[config.mk]
export PLATFORM = sky130hd
export DESIGN_NAME = seven_segment_controller
export DESIGN_NICKNAME = d
export VERILOG_FILES = /design/src/rtl/sevseg_pkg.sv /design/src/rtl/sevseg_decode.sv /design/src/rtl/seven_segment_controller.sv
export SDC_FILE = /design/constraint.sdc
export NUM_CORES = 1
export LEC_CHECK = 0
export ABC_AREA = 1
export CAP_MARGIN = 20
export CORE_MARGIN = 2
export CORE_UTILIZATION = 32
export DETAILED_ROUTE_END_ITERATION = 8
export DONT_BUFFER_PORTS = 1
export SYNTH_ARGS = -nofsm -noshare
export SYNTH_HDL_FRONTEND = slang
export SYNTH_HIERARCHICAL = 1
export SYNTH_SLANG_ARGS = --single-unit
[constraint.sdc]
create_clock -name clk -period 2.95 [get_ports clk]
set_clock_uncertainty 0.15 [all_clocks]
set_input_delay 0.7375 -clock clk [delete_from_list [all_inputs] [get_ports clk]]
set_output_delay 0.7375 -clock clk [all_outputs]
set_load 0.02 [all_outputs]
[src/rtl/sevseg_pkg.sv]
// ---------------------------------------------------------------------------
// sevseg_pkg
// Shared definitions for the seven-segment controller slice.
//   - Logical (active-high, gfedcba) segment codes for digits 0-9, hex
//     glyphs A-F, plus the all-off and all-on patterns.
//   - Bit positions of each segment inside the 7-bit seg vector.
//   - The output source selector used by the priority mux in the top.
// Optional build macro used by this slice: SEVSEG_HEX_EN (see sevseg_decode).
// ---------------------------------------------------------------------------
package sevseg_pkg;

    localparam int SEG_W = 7;

    // Segment bit positions: seg[0]=a ... seg[6]=g
    localparam int SEG_BIT_A = 0;
    localparam int SEG_BIT_B = 1;
    localparam int SEG_BIT_C = 2;
    localparam int SEG_BIT_D = 3;
    localparam int SEG_BIT_E = 4;
    localparam int SEG_BIT_F = 5;
    localparam int SEG_BIT_G = 6;

    // Logical segment codes (1 = segment lit)
    localparam logic [SEG_W-1:0] SEG_0   = 7'h3F;
    localparam logic [SEG_W-1:0] SEG_1   = 7'h06;
    localparam logic [SEG_W-1:0] SEG_2   = 7'h5B;
    localparam logic [SEG_W-1:0] SEG_3   = 7'h4F;
    localparam logic [SEG_W-1:0] SEG_4   = 7'h66;
    localparam logic [SEG_W-1:0] SEG_5   = 7'h6D;
    localparam logic [SEG_W-1:0] SEG_6   = 7'h7D;
    localparam logic [SEG_W-1:0] SEG_7   = 7'h07;
    localparam logic [SEG_W-1:0] SEG_8   = 7'h7F;
    localparam logic [SEG_W-1:0] SEG_9   = 7'h6F;
    localparam logic [SEG_W-1:0] SEG_A   = 7'h77;
    localparam logic [SEG_W-1:0] SEG_B   = 7'h7C;
    localparam logic [SEG_W-1:0] SEG_C   = 7'h39;
    localparam logic [SEG_W-1:0] SEG_D   = 7'h5E;
    localparam logic [SEG_W-1:0] SEG_E   = 7'h79;
    localparam logic [SEG_W-1:0] SEG_F   = 7'h71;
    localparam logic [SEG_W-1:0] SEG_OFF = 7'h00;
    localparam logic [SEG_W-1:0] SEG_ALL = 7'h7F;

    // Which source drives the display this cycle, in priority order.
    typedef enum logic [1:0] {
        SRC_LAMP  = 2'd0,
        SRC_BLANK = 2'd1,
        SRC_DARK  = 2'd2,
        SRC_DIGIT = 2'd3
    } seg_src_e;

endpackage

[src/rtl/sevseg_decode.sv]
// ---------------------------------------------------------------------------
// sevseg_decode
// Purely combinational 4-bit value to 7-bit logical segment lookup.
// Optional macro: SEVSEG_HEX_EN
//   defined   -> 10..15 show hex glyphs A b C d E F
//   undefined -> 10..15 show nothing (all segments off)
// Ports:
//   value  in  4  value to decode
//   glyph  out 7  active-high segment pattern, gfedcba
// ---------------------------------------------------------------------------
module sevseg_decode
    import sevseg_pkg::*;
(
    input  logic [3:0]       value,
    output logic [SEG_W-1:0] glyph
);

    always_comb begin
        glyph = SEG_OFF;
        case (value)
            4'd0:  glyph = SEG_0;
            4'd1:  glyph = SEG_1;
            4'd2:  glyph = SEG_2;
            4'd3:  glyph = SEG_3;
            4'd4:  glyph = SEG_4;
            4'd5:  glyph = SEG_5;
            4'd6:  glyph = SEG_6;
            4'd7:  glyph = SEG_7;
            4'd8:  glyph = SEG_8;
            4'd9:  glyph = SEG_9;
`ifdef SEVSEG_HEX_EN
            4'd10: glyph = SEG_A;
            4'd11: glyph = SEG_B;
            4'd12: glyph = SEG_C;
            4'd13: glyph = SEG_D;
            4'd14: glyph = SEG_E;
            4'd15: glyph = SEG_F;
`else
            default: glyph = SEG_OFF;
`endif
        endcase
    end

endmodule

[src/rtl/seven_segment_controller.sv]
// ---------------------------------------------------------------------------
// seven_segment_controller
// Clocked BCD/hex to seven-segment driver for one digit, with lamp test,
// blanking and PWM brightness. seg is registered (one cycle latency).
// Optional macro: SEVSEG_HEX_EN (hex glyphs for 10..15, via sevseg_decode).
// Parameters:
//   PWM_W        width of brightness and of the free-running PWM counter
//   COMMON_ANODE 0: lit segment = 1; 1: every seg bit inverted (lit = 0)
// Ports:
//   clk           in   1      rising-edge clock
//   rst           in   1      asynchronous active-high reset
//   binary_input  in   4      value to display
//   blank         in   1      force all segments off
//   lamp_test     in   1      force all segments on (beats blank and PWM)
//   brightness    in   PWM_W  on-time duty; 0 = never on, all-ones = always on
//   seg           out  7      segment drive, seg[0]=a ... seg[6]=g
// ---------------------------------------------------------------------------
module seven_segment_controller
    import sevseg_pkg::*;
#(
    parameter int PWM_W        = 4,
    parameter int COMMON_ANODE = 0
) (
    input  logic             clk,
    input  logic             rst,
    input  logic [3:0]       binary_input,
    input  logic             blank,
    input  logic             lamp_test,
    input  logic [PWM_W-1:0] brightness,
    output logic [SEG_W-1:0] seg
);

    localparam logic             POL_INV   = (COMMON_ANODE != 0);
    localparam logic [SEG_W-1:0] SEG_RESET = POL_INV ? SEG_ALL : SEG_OFF;

    logic [PWM_W-1:0] cnt_reg;
    logic [PWM_W-1:0] cnt_next;
    logic [SEG_W-1:0] seg_reg;
    logic [SEG_W-1:0] seg_next;
    logic [SEG_W-1:0] glyph;
    logic [SEG_W-1:0] seg_logical;
    logic             pwm_on;
    seg_src_e         seg_src;

    sevseg_decode u_decode (
        .value (binary_input),
        .glyph (glyph)
    );

    // Free-running counter; wraps naturally, only reset restarts it.
    assign cnt_next = cnt_reg + PWM_W'(1);

    // All-ones is treated as fully on so the top duty step has no dark slot.
    assign pwm_on = (brightness == {PWM_W{1'b1}}) || (cnt_reg < brightness);

    always_comb begin
        seg_src = SRC_DIGIT;
        if (lamp_test)
            seg_src = SRC_LAMP;
        else if (blank)
            seg_src = SRC_BLANK;
        else if (!pwm_on)
            seg_src = SRC_DARK;
    end

    always_comb begin
        seg_logical = SEG_OFF;
        case (seg_src)
            SRC_LAMP:  seg_logical = SEG_ALL;
            SRC_BLANK: seg_logical = SEG_OFF;
            SRC_DARK:  seg_logical = SEG_OFF;
            SRC_DIGIT: seg_logical = glyph;
            default:   seg_logical = SEG_OFF;
        endcase
    end

    // Polarity is applied after priority so lamp test / blank mean the
    // same physical thing on either display type.
    genvar gi;
    generate
        for (gi = 0; gi < SEG_W; gi++) begin : g_pol
            assign seg_next[gi] = seg_logical[gi] ^ POL_INV;
        end
    endgenerate

    always_ff @(posedge clk or posedge rst) begin
        if (rst) begin
            cnt_reg <= '0;
            seg_reg <= SEG_RESET;
        end else begin
            cnt_reg <= cnt_next;
            seg_reg <= seg_next;
        end
    end

    assign seg = seg_reg;

endmodule

==> impl_summary.txt, run 1 <==
----------------------------------------------------
[Route]
  Remaining design rule violation count ... 0
  Routed len/inst ... 9.08 um
  Via total after detailed routing ... 520
  Vias per cell ... 4.19
  Residual antenna-violating net count after detailed routing ... 0
  Number of DRC violations after detailed-routing iteration 0 ... 8
  Final wirelength ... 1130 um
  First drt pass iteration count ... 2

[Global routing]
  Initial antenna violation count ... 0
  Pin count of the biggest net entering global routing ... 12
  GRT overflow ... 0
  GRT Resource Usage Total ... 0.0964
  Vias in the first global route ... 475
  Wire length of the first global-routing pass ... 1920 um

[Worst setup path]
  Launch point of the worst reg-to-reg path ... cnt_reg[2]$_DFF_PP0_
  Maximum fanout along the worst path ... 8
  Ordered cell list for the critical path ... inv_1 -> ha_1 -> nand2_1 -> inv_1 -> nand2_1 -> nand2_1 -> a21oi_1 -> ha_1 -> or2_1 -> nand2_1
  Peak per-stage delay on the critical path ... 0.30 ns
  Critical path data required time ... 2.93 ns
  Crit path launch type ... primary input
  Kind of critical path ... primary input to flip-flop
  Cell with the most instances on the worst path ... sky130_fd_sc_hd__nand2_1
  Worst R2R Path Depth ... 9
  Worst reg2reg setup slack ... 1.00 ns
  Worst reg2reg endpoint ... seg[3]$_DFF_PP0_
  Critical Path End Type ... flip-flop
  Data arrival, critical path ... 2.03 ns
  Critical path's slowest cell ... sky130_fd_sc_hd__ha_1

[Clock tree]
  Clock-pin slew of the registers on the worst-case setup and hold paths ... 0.07 ns
  Cell chosen for the clock root ... sky130_fd_sc_hd__clkbuf_4
  Number of buffers on the longest clock path ... 2
  Post-CTS setup buffer count ... 0
  Number of buffers added by the clock tree synthesis step ... 3
  H-Tree Level Count ... 1
  Latest clock arrival within the worst-skew pair ... 0.26 ns
  Resize count post-CTS ... 0
  Number of buffers inserted by hold repair at cts ... 0
  TritonCTS clock tree ... yes
  Clock sink count ... 11

[STA]
  Final count of hold timing violations ... 0
  Worst setup margin ... 0.905 ns
  Final-report setup violation count ... 0
  Shortest period the worst path allows ... 2.04 ns
  Highest clock rate ... 489 MHz
  Actual slew at the worst max-slew pin ... 0.389 ns
  Final period utilization ... 0.693
  Final TNS setup ... 0 ns
  Count of final max-slew check failures ... 0
  Headroom to the max-slew limit ... 0.740
  Unrepaired setup endpoints after global routing ... no

[Die]
  Chip Height ... 51.8 um
  Area of the core ... 0.00219 mm^2
  Number of placement rows ... 17
  Die outline width ... 51.8 um
  Area of the die ... 0.00269 mm^2
  Starting utilization of the core area ... 0.334
  # IOs ... 19

[Finish]
  Flip-flop count of the largest register after layout ... 7
  Cell area after layout ... 771 um^2
  Area grow syn2layout ... 5.30%
  Nets@finish ... 120
  Total of fill cells in the finished design ... 234
  Diode count ... 0
  Layout cells sized above 1 ... 0.104

[Job]
  Max_cap viols ... 0

[Power]
  Peak supply drop ... 0.000239 V
  Leakage power ... 0.467 nW
  Power density over the cells ... 420 mW/mm^2

[Placement]
  Final weighted congestion in routability-driven placement ... 0.750
  Post-DP HPWL ... 980 um
  Post-placement cell area ... 744 um^2
  Worst slack at placement ... 0.608 ns
  Port Buf Inserts ... 0

[Yosys]
  Warnings, synthesis ... 6
  Mapped Area ... 732 um^2
  Post-synth net total ... 117
  Synth Area per Inst ... 7.79 um^2
  Sequential area share after synthesis ... 0.376
  Cell count after synthesis ... 94
  Seq cells post-synth ... 11
  Yosys cell types ... 14

[Run status]
  Run status ... complete, no violations

[Min path]
  Path class of the lowest-slack min-delay path ... primary input to asynchronous set/reset pin

----------------------------------------------------
-- critical path, delay by kind of cell --
kind	cells	cell delay (ns)
adders and majority gates	2	0.59
and+or+nand+nor	5	0.51
AOI/OAI and AO/OA	1	0.12
buffers and inverters	2	0.06
-- worst max-delay path by stage --
| stage | endpoint | startpoint | slack [ns] |
|---|---|---|---|
| floorplan | seg[0]$_DFF_PP0_ | brightness[3] | 0.75 |
| global placement | seg[3]$_DFF_PP0_ | brightness[3] | 0.65 |
| detailed placement | seg[3]$_DFF_PP0_ | brightness[3] | 0.61 |
| CTS | seg[3]$_DFF_PP0_ | brightness[3] | 0.89 |
| global route | seg[0]$_DFF_PP0_ | brightness[3] | 0.73 |
| finish | seg[3]$_DFF_PP0_ | brightness[3] | 0.91 |
-- Yosys cell counts (all sizes together) --
cell type	instances	area [um^2]
or2	1	6.26
inv	14	52.6
xor2	1	8.76
nor2	3	11.3
nand2	45	179
nand3	3	20.0
ha	11	138
xnor2	1	8.76
a21oi	2	10.0
buf	2	22.5
dfrtp	11	275
-- power breakdown --
| part | leakage [nW] | switching, W | internal, W | total, W |
|---|---|---|---|---|
| clock network | 0.0150 | 0.0000465 | 0.0000522 | 0.0000987 |
| registers | 0.134 | 0.0000197 | 0.000163 | 0.000182 |
| logic | 0.318 | 0.0000281 | 0.0000146 | 0.0000427 |
-- area by class of cell --
class                   instances  area [um^2]  share of cell area
clock buffers                   4         26.3              0.0341
flip-flops and latches         11          275               0.357
inverters                      14         52.6              0.0682
well taps                      28         35.0              0.0455
multi-input cells              67          382               0.495
-- through the flow --
step           power [W]  hold slack, ns  utilization  instances
5_1_grt         0.000350           0.209        0.352        124
6_report        0.000324           0.187        0.352        124
3_5_place_dp    0.000230           0.318        0.340        120
3_3_place_gp    0.000228           0.317        0.340        120
2_1_floorplan   0.000225           0.287            -         94
4_1_cts         0.000330           0.194        0.352        124
-- placed cells by master, fill, tap and decap left out, drive strengths merged --
cell type / instances
a21oi: 2
clkbuf: 4
dfrtp: 11
ha: 11
inv: 14
nand2: 45
nand3: 3
nor2: 3
or2: 1
xnor2: 1
xor2: 1
-- cells by family (layout without fill, tap and decap cells) --
| family | count (synthesis) | in the layout | share of synthesized area |
|---|---|---|---|
| AO/OA/AOI/OAI | 2 | 2 | 0.0137 |
| XOR/XNOR | 2 | 2 | 0.0239 |
| adder cells (fa/ha/maj) | 11 | 11 | 0.188 |
| buffers and inverters | 16 | 18 | 0.103 |
| flip-flops | 11 | 11 | 0.376 |
| AND/OR/NAND/NOR | 52 | 52 | 0.296 |
-- metal layers --
layer	up-vias	wire [um]	track usage
met3	2	64	0.0259
met5	-	0	0
li1	283	-	-
met2	13	530	0.158
met1	222	515	0.113
met4	0	15	0.0526
Power figures use the tool's default switching activity.
==> run 2: changes to the inputs <==
Clock period 2.95 ns to 1.7 ns, I/O delays scaled along.
==> run 2 against run 1 <==
  * The run now ends with setup timing left
  * Sequential cell count unchanged
  * Clock power increased by 72%
  * First-iteration DRC count increased by 13%
  * Wire length increased by 2.4%
  * Global-route usage increased by 0.72 points
  * Setup slack got worse by 0.97 ns
  * Worst hold slack improved by 0.10 ns
  * Largest power group unchanged
==> impl_summary.txt, run 2 (synthesis results as in run 1) <==
----------------------------------------------------
[Route]
  Residual antenna-violating net count after detailed routing ... 0 (unchanged)
  First drt pass iteration count ... 4 (+2)
  Vias per cell ... 4.20 (+0.12%)
  Number of DRC violations after detailed-routing iteration 0 ... 9 (+1)
  Routed len/inst ... 8.80 um (-3.1%)
  Via total after detailed routing ... 550 (+5.8%)
  Remaining design rule violation count ... 0 (unchanged)
  Final wirelength ... 1150 um (+2.4%)

[Run status]
  Violations in the final reports ... setup timing
  Run status ... finished with violations

[STA]
  Worst hold slack after final layout ... 0.289 ns (+0.102 ns)
  Shortest period the worst path allows ... 1.77 ns
  Unrepaired setup endpoints after global routing ... yes
  Count of final max-slew check failures ... 0 (unchanged)
  Headroom to the max-slew limit ... 0.750 (+0.0103)
  Highest clock rate ... 567 MHz
  Final period utilization ... 1.04
  Final-report setup violation count ... 7 (+7)
  Actual slew at the worst max-slew pin ... 0.374 ns (-0.0155 ns)
  Worst setup margin ... -0.0651 ns (-0.970 ns)
  Final TNS setup ... -0.406 ns (-0.406 ns)
  Final count of hold timing violations ... 0 (unchanged)

[Die]
  Area of the core ... 0.00219 mm^2 (unchanged)
  Area of the die ... 0.00269 mm^2 (unchanged)
  Number of placement rows ... 17 (unchanged)
  Chip Height ... 51.8 um (unchanged)
  Starting utilization of the core area ... 0.334 (unchanged)
  # IOs ... 19 (unchanged)
  Die outline width ... 51.8 um (unchanged)

[Placement]
  Final weighted congestion in routability-driven placement ... 0.729 (-2.8%)
  Port Buf Inserts ... 0 (unchanged)
  Post-DP HPWL ... 980 um (about the same)
  Worst slack at placement ... -0.206 ns (-0.813 ns)
  Post-placement cell area ... 818 um^2 (+9.9%)

[Worst setup path]
  Crit path launch type ... flip-flop
  Maximum fanout along the worst path ... 7 (-1)
  Critical Path End Type ... flip-flop
  Data arrival, critical path ... 1.82 ns (-0.21 ns)
  Kind of critical path ... flip-flop to flip-flop
  Critical path data required time ... 1.76 ns (-1.17 ns)

[Finish]
  Cell area after layout ... 907 um^2 (+18%)
  Total of fill cells in the finished design ... 223 (-4.7%)
  Flip-flop count of the largest register after layout ... 7 (unchanged)
  Diode count ... 0 (unchanged)
  Nets@finish ... 127 (+5.8%)
  Highest-count cells in the layout ignoring fill and taps ... 36 x sky130_fd_sc_hd__nand2_1, 11 x sky130_fd_sc_hd__dfrtp_1, 9 x sky130_fd_sc_hd__inv_1, 9 x sky130_fd_sc_hd__nand2_2, 7 x sky130_fd_sc_hd__ha_1
  Most frequent standard cell in the layout excluding fill and tap cells ... sky130_fd_sc_hd__nand2_1
  Layout cells sized above 1 ... 0.311 (+0.207)
  Area grow syn2layout ... 23.9%

[Power]
  Peak supply drop ... 0.000277 V (+16%)
  Power density over the cells ... 639 mW/mm^2 (+52%)
  Power consumption ... 0.000580 W (+79%)
  Leakage power ... 0.501 nW (+7.2%)

[Global routing]
  Wire length of the first global-routing pass ... 2000 um (+4.3%)
  Initial antenna violation count ... 0 (unchanged)
  Pin count of the biggest net entering global routing ... 12 (unchanged)
  GRT Resource Usage Total ... 0.104 (+0.00721)
  GRT overflow ... 0 (unchanged)
  Vias in the first global route ... 488 (+2.7%)

[Clock tree]
  Number of buffers on the longest clock path ... 2 (unchanged)
  TritonCTS clock tree ... yes
  Number of buffers added by the clock tree synthesis step ... 3 (unchanged)
  Cell chosen for the clock root ... sky130_fd_sc_hd__clkbuf_4
  Clock-pin slew of the registers on the worst-case setup and hold paths ... 0.07 ns (about the same)
  H-Tree Level Count ... 1 (unchanged)
  Clock sink count ... 11 (unchanged)
  Latest clock arrival within the worst-skew pair ... 0.26 ns (about the same)

[Min path]
  Path class of the lowest-slack min-delay path ... primary input to flip-flop

[Job]
  Max_cap viols ... 0 (unchanged)

----------------------------------------------------
run 2: changes by cell type in the layout (fill, tap and decap cells not counted), moves of 3 or more:
cell	previous run	this run
sky130_fd_sc_hd__buf_4	0	6
sky130_fd_sc_hd__nand2_1	41	36
sky130_fd_sc_hd__nand2_2	4	9
sky130_fd_sc_hd__ha_1	11	7
sky130_fd_sc_hd__ha_4	0	4
sky130_fd_sc_hd__inv_1	12	9
run 2: layout make-up:
cell class | instances | area, um^2 | area share
clock inverters | 1 | 5.00 | 0.00552
inverters | 14 | 60.1 | 0.0662
flip-flops and latches | 11 | 275 | 0.303
repair buffers | 7 | 55.1 | 0.0607
clock buffers | 3 | 22.5 | 0.0248
well taps | 28 | 35.0 | 0.0386
multi-input cells | 67 | 454 | 0.501
run 2: power breakdown:
part | switching, W | total, W | internal, W | leakage (nW)
sequential | 0.0000342 | 0.000317 | 0.000282 | 0.134
clock | 0.0000832 | 0.000170 | 0.0000871 | 0.0177
combinational | 0.0000552 | 0.0000929 | 0.0000376 | 0.349
total | 0.000173 | 0.000580 | 0.000407 | 0.501
run 2: final timing paths:
path | start | end | slack (ns) | cells past startpoint
worst min register to register | cnt_reg[0]$_DFF_PP0_ | cnt_reg[0]$_DFF_PP0_ | 0.31 | 1
worst max register to register | cnt_reg[2]$_DFF_PP0_ | seg[3]$_DFF_PP0_ | -0.07 | 9
worst min-delay path | binary_input[3] | seg[3]$_DFF_PP0_ | 0.29 | 5
worst max-delay path | cnt_reg[2]$_DFF_PP0_ | seg[3]$_DFF_PP0_ | -0.07 | 9
max in group asynchronous | rst | cnt_reg[1]$_DFF_PP0_ | 0.71 | 2
min in group asynchronous | rst | seg[2]$_DFF_PP0_ | 0.42 | 2
run 2: worst max-delay path, stage by stage, from the launching register on:
cell and delay [ns]:
sky130_fd_sc_hd__dfrtp_1 0.42, sky130_fd_sc_hd__ha_4 0.22, sky130_fd_sc_hd__nand2_1 0.05, sky130_fd_sc_hd__inv_1 0.03, sky130_fd_sc_hd__nand2_1 0.05, sky130_fd_sc_hd__nand2_1 0.06
sky130_fd_sc_hd__a21oi_2 0.17, sky130_fd_sc_hd__ha_4 0.21, sky130_fd_sc_hd__or2_4 0.27, sky130_fd_sc_hd__nand2_1 0.07
run 2: metal layers:
layer	share of wire	GRT usage	vias to the layer above	wire length (um)
met4	0.035	0.0921	0	40
met2	0.43	0.148	15	499
met1	0.47	0.127	236	540
met3	0.062	0.0259	4	72
li1	-	-	295	-
met5	0	0	-	0
run 2: through the flow:
stage | utilization | instances
global route | 0.414 | 131
floorplan | - | 94
CTS | 0.413 | 131
detailed placement | 0.374 | 123
finish | 0.414 | 131
global placement | 0.374 | 123
run 2: repair_timing:
item,4_1_cts,5_1_grt
pin swaps,15,5
setup buffers,3,0
hold buffers,1,0
cloned,0,0
endpoints found under the hold margin,11,0
endpoints found under the setup margin,7,7
resized for setup,7,1
